**src/rtl/regfile_pkg.sv**
```systemverilog
//------------------------------------------------------------------------------
// Module   : regfile_pkg
// Brief    : Shared constants for the bypassing, scoreboarded register file.
// Revision : 1.0 - initial release
//------------------------------------------------------------------------------
`default_nettype none

package regfile_pkg;

    localparam int   c_default_data_w   = 10;
    localparam int   c_default_num_regs = 8;
    // Every register bit takes this value at reset.
    localparam logic c_reg_rst_bit      = 1'b0;
    localparam int   c_zero_reg         = 0;

endpackage : regfile_pkg

`default_nettype wire

```
**src/rtl/regfile_read_port.sv**
```systemverilog
//------------------------------------------------------------------------------
// Module   : regfile_read_port
// Brief    : One read port: address mux, write bypass and RAW hazard term.
//            Honours REGFILE_ZERO_REG_EN (register 0 hardwired to zero).
// Revision : 1.0 - initial release
//------------------------------------------------------------------------------
`default_nettype none

module regfile_read_port
    import regfile_pkg::*;
#(
    parameter  int DATA_W   = c_default_data_w,
    parameter  int NUM_REGS = c_default_num_regs,
    localparam int ADDR_W   = $clog2(NUM_REGS)
) (
    input  logic [DATA_W-1:0]   i_mem [NUM_REGS],
    input  logic [NUM_REGS-1:0] i_pending,
    input  logic                i_rst,
    input  logic                i_wr_en,
    input  logic [ADDR_W-1:0]   i_wr_dest,
    input  logic [DATA_W-1:0]   i_wr_data,
    input  logic [ADDR_W-1:0]   i_rd_addr,
    output logic [DATA_W-1:0]   o_rd_data,
    output logic                o_hazard
);

    logic w_bypass;

    // i_wr_en is already qualified by reset and by the zero-register drop.
    assign w_bypass = i_wr_en && (i_wr_dest == i_rd_addr);

    always_comb begin
        o_rd_data = w_bypass ? i_wr_data : i_mem[i_rd_addr];
`ifdef REGFILE_ZERO_REG_EN
        if (i_rd_addr == ADDR_W'(c_zero_reg)) begin
            o_rd_data = {DATA_W{c_reg_rst_bit}};
        end
`endif
    end

    assign o_hazard = ~i_rst & i_pending[i_rd_addr] & ~w_bypass;

endmodule : regfile_read_port

`default_nettype wire

```
**src/rtl/regfile_bypass_sb.sv**
```systemverilog
//------------------------------------------------------------------------------
// Module   : regfile_bypass_sb
// Brief    : Parametrised register file with same-cycle write bypass and a
//            pending-write scoreboard. Option: REGFILE_ZERO_REG_EN.
// Revision : 1.0 - initial release
//------------------------------------------------------------------------------
`default_nettype none

module regfile_bypass_sb
    import regfile_pkg::*;
#(
    parameter  int DATA_W   = c_default_data_w,
    parameter  int NUM_REGS = c_default_num_regs,
    parameter  int NUM_RD   = 2,
    localparam int ADDR_W   = $clog2(NUM_REGS)
) (
    input  logic                     clk,
    input  logic                     reset,
    input  logic                     write_en,
    input  logic [ADDR_W-1:0]        reg_write_dest,
    input  logic [DATA_W-1:0]        write_data,
    input  logic [NUM_RD*ADDR_W-1:0] read_addr,
    output logic [NUM_RD*DATA_W-1:0] read_data,
    input  logic                     issue_en,
    input  logic [ADDR_W-1:0]        issue_dest,
    output logic [NUM_REGS-1:0]      pending,
    output logic [NUM_RD-1:0]        hazard
);

    logic [DATA_W-1:0]   r_mem [NUM_REGS];
    logic [NUM_REGS-1:0] r_pending;
    logic                w_wr_en;
    logic                w_iss_en;

`ifdef REGFILE_ZERO_REG_EN
    assign w_wr_en  = write_en & ~reset & (reg_write_dest != ADDR_W'(c_zero_reg));
    assign w_iss_en = issue_en & (issue_dest != ADDR_W'(c_zero_reg));
`else
    assign w_wr_en  = write_en & ~reset;
    assign w_iss_en = issue_en;
`endif

    always_ff @(posedge clk) begin
        if (reset) begin
            for (int r = 0; r < NUM_REGS; r++) begin
                r_mem[r] <= {DATA_W{c_reg_rst_bit}};
            end
            r_pending <= '0;
        end else begin
            if (w_wr_en) begin
                r_mem[reg_write_dest] <= write_data;
            end
            // Issue wins over writeback: the newer producer is still outstanding.
            for (int r = 0; r < NUM_REGS; r++) begin
                if (w_iss_en && (issue_dest == ADDR_W'(r))) begin
                    r_pending[r] <= 1'b1;
                end else if (w_wr_en && (reg_write_dest == ADDR_W'(r))) begin
                    r_pending[r] <= 1'b0;
                end
            end
        end
    end

    assign pending = r_pending;

    for (genvar g = 0; g < NUM_RD; g++) begin : g_rd_port
        regfile_read_port #(
            .DATA_W   (DATA_W),
            .NUM_REGS (NUM_REGS)
        ) u_rd_port (
            .i_mem     (r_mem),
            .i_pending (r_pending),
            .i_rst     (reset),
            .i_wr_en   (w_wr_en),
            .i_wr_dest (reg_write_dest),
            .i_wr_data (write_data),
            .i_rd_addr (read_addr[g*ADDR_W +: ADDR_W]),
            .o_rd_data (read_data[g*DATA_W +: DATA_W]),
            .o_hazard  (hazard[g])
        );
    end : g_rd_port

endmodule : regfile_bypass_sb

`default_nettype wire
```
**config.mk**
```make
export PLATFORM = sky130hd
export DESIGN_NAME = regfile_bypass_sb
export DESIGN_NICKNAME = d
export VERILOG_FILES = /design/src/rtl/regfile_pkg.sv /design/src/rtl/regfile_read_port.sv /design/src/rtl/regfile_bypass_sb.sv
export SDC_FILE = /design/constraint.sdc
export NUM_CORES = 1
export LEC_CHECK = 0
export BUFFER_PORTS_ARGS = -buffer_cell sky130_fd_sc_hd__clkbuf_2
export CORE_MARGIN = 1
export CORE_UTILIZATION = 55
export DETAILED_ROUTE_END_ITERATION = 8
export GPL_TIMING_DRIVEN = 0
export PLACE_DENSITY = 0.75
export SLEW_MARGIN = 20
export SYNTH_ARGS = -nofsm -noshare
export SYNTH_HDL_FRONTEND = slang
export SYNTH_SLANG_ARGS = --single-unit
```
**constraint.sdc**
```tcl
create_clock -name clk -period 2.1 [get_ports clk]
set_input_delay 0.21 -clock clk [delete_from_list [all_inputs] [get_ports clk]]
set_output_delay 0.21 -clock clk [all_outputs]
set_load 0.01 [all_outputs]
```
==> impl_metrics.py <==
metrics = {
    "sta": {
        "fmaxAchievable_mhz": 472,
        "maxSlewHeadroom": 0.516,
        "period_share": 1.01,
        "setup_viol": 3,
        "skew_ps": 0,
        "fin_ws_ps": -18.2,
        "setup_tns_ps": -31.3,
        "rsz0062_at_grt": "true",
        "worst_slew_pin_slew_ps": 726,
        "finalMaxSlewViolations": 0,
        "hold_slack_ps": 123,
        "hold_violations": 0,
        "layout_min_cycle_time_ps": 2120,
    },
    "finish": {
        "nFillCells": 826,
        "nNetsFinal": 615,
        "fin_cells": 723,
        "postLayoutCellArea_sq_um": 5860,
        "area_growth_syn_to_layout_pct": 10.8,
        "n_antenna_cell": 0,
        "layout-drive-gt1-share": 0.301,
    },
    "drt": {
        "vias_per_cell": 6.79,
        "top_layer": "met4",
        "wl_mm": 16.7,
        "detail-route-antenna-nets": 0,
        "avgRoutedWirePerCell_microns": 23.1,
        "route.detailed.drc": 0,
        "drtIter0Drc": 689,
        "met3WireLength_mm": 2.04,
        "wl_met1_mm": 6.29,
        "vias": 4912,
        "drt-pass1-iter-count": 6,
        "wl_met2_mm": 7.94,
    },
    "run_status": {
        "violations": "setup timing",
        "run_status": "finished with violations",
    },
    "die": {
        "fp.dieW_microns": 100,
        "core.rowCount": 35,
        "initial_core_util": 0.570,
        "die_h_microns": 100,
        "core_area_sq_um": 9280,
        "die_area_sq_um": 10000,
        "ios": 56,
    },
    "power_and_ir_drop": {
        "ir_worst_vdd_uv": 476,
        "power_density_nw_per_um2": 593,
        "finalPower_mw": 3.48,
        "p_leak_nw": 2.08,
    },
    "worst_setup_path": {
        "worstRegToRegCells": 3,
        "rrSetupSlack_ps": 1360,
        "required_ps": 1890,
        "path_max_fanout": 3,
        "end_kind": "output pin",
        "start_kind": "flip-flop",
        "regToRegStartpoint": "pending[5]",
        "timing.rr.end": "pending[5]",
        "arrival_ps": 1910,
        "worstSetupPathType": "reg2out",
    },
    "global_route": {
        "grt_usage": 0.349,
        "grt_antenna_before_repair": 0,
        "grt_max_degree": 17,
        "grt_pass1_vias": 4683,
        "grt_pass1_wl_mm": 25.8,
        "grt_overflow": 0,
    },
    "placement": {
        "gp_congestion": 0.912,
        "dpl_cell_area_sq_um": 5660,
        "port_buffers": 40,
        "place_inst": 707,
        "dp_hpwl_mm": 11.3,
    },
    "synthesis": {
        "synthDistinctLibCells": 29,
        "synth-seq-cells": 88,
        "ys_warn_count": 0,
        "yosysSeqAreaShare": 0.333,
        "netlist_area_sq_um": 5300,
        "syn_inst": 538,
        "syn_nets": 564,
        "avgSynthCellArea_sq_um": 9.84,
    },
    "clocking": {
        "clk_path_buf_depth": 2,
        "tritoncts": "built",
        "cts.sinks": 88,
        "cts_max_level": 3,
        "clock_latency_ps": 370,
        "clk_pin_slew_worst_paths_ps": 90,
        "cts_hold_buf": 0,
        "numCtsBuffers": 9,
        "cts-root-buf": "clkbuf_8",
    },
    "min_path": {
        "min_path_type": "in2reg",
        "hp-start": "issue_dest[2]",
        "min_to": "pending[4]",
        "whs_path_depth": 3,
    },
    "run": {
        "cap_violations": 0,
    },
}
[state kept, by name (all words and copies together) (netlist names)]
| name | count |
|---|---|
| pending | 8 |
| r_mem | 80 |
[stage by stage]
step           utilization  setup slack, ps
6_report             0.632            -18.2
5_1_grt              0.632            -31.7
4_1_cts              0.628            -46.8
3_5_place_dp         0.609             -224
3_3_place_gp         0.609             -211
2_1_floorplan            -              317
[cells in the mapped netlist]
cell type        count  share of area
nor3b_1              1         0.0014
xnor2_1              6         0.0099
and2_1               1         0.0012
buf_8                2         0.0057
clkdlybuf4s18_1      2         0.0038
o21ai_0             15          0.014
buf_1                3         0.0021
nand3_1             84          0.079
or3b_1               1         0.0017
mux2_4              14          0.040
a21oi_1             88          0.083
nand3b_1             1         0.0014
clkbuf_1            58          0.041
and3b_1              3         0.0050
mux4_2               6          0.026
buf_4                2         0.0028
nor2b_1              6         0.0071
nor2_1               2         0.0014
or2_2                1         0.0012
nand4_1              3         0.0035
dfxtp_1             88           0.33
buf_2                2         0.0019
buf_12               2         0.0076
buf_6                2         0.0043
nand2_1              4         0.0028
o21ai_1             73          0.069
mux4_1              38           0.19
mux2_2              28          0.060
nand2b_1             2         0.0024
[layer usage]
layer  track usage  vias up
met5             0        -
met4         0.152        0
met3        0.0578       49
met2         0.570      386
met1         0.460     2357
li1              -     2120
[power by group]
part           leakage [nW]  internal [mW]  switching, mW
combinational          1.26          0.185          0.332
sequential            0.726           1.69         0.0200
clock                0.0929          0.563          0.684
[critical path: stages (launching register included)]
cell	delay (ps)
dfxtp_1	340
mux4_2	520
mux2_4	290
mux2_4	260
buf_6	120
[worst max path at each step]
stage | startpoint | end | slack (ps) | cells after the start
finish | r_mem[66] | read_data[6] | -20 | 4
global route | r_mem[46] | read_data[16] | -30 | 4
CTS | r_mem[74] | read_data[4] | -50 | 4
detailed placement | read_addr[4] | read_data[11] | -220 | 6
global placement | read_addr[4] | read_data[11] | -210 | 6
floorplan | read_addr[4] | read_data[10] | 320 | 5
[layout by cell type, fill, tap and decap left out, drive strengths merged, types with 3 or more instances in the layout]
cell type	count
and3b	3
clkinvlp	3
clkbuf	101
nand2	4
a21oi	88
buf	19
o21ai	88
nand3	84
inv	3
xnor2	6
nand4	3
mux2	42
dfxtp	88
mux4	44
nor2b	6
[kinds of logic after synthesis]
kind of cell	synth area share
buf+inv	0.0692
compound gates	0.166
flops	0.333
xor+xnor	0.00992
mux	0.313
simple gates	0.108
[area by class of cell]
type	count	area (sq um)	share of cell area
multi-input combinational	377	3080	0.526
sequential	88	1800	0.307
tap	129	161	0.0275
timing repair buffer	42	253	0.0431
buffer	71	363	0.0619
clock buffer	9	124	0.0211
clock inverter	7	78.8	0.0134
[what timing repair did]
item                                    in CTS  in global routing
gates resized for setup                     20                 67
endpoints found under the setup margin      22                 22
setup buffers                                0                  2
Power figures use the tool's default switching activity.
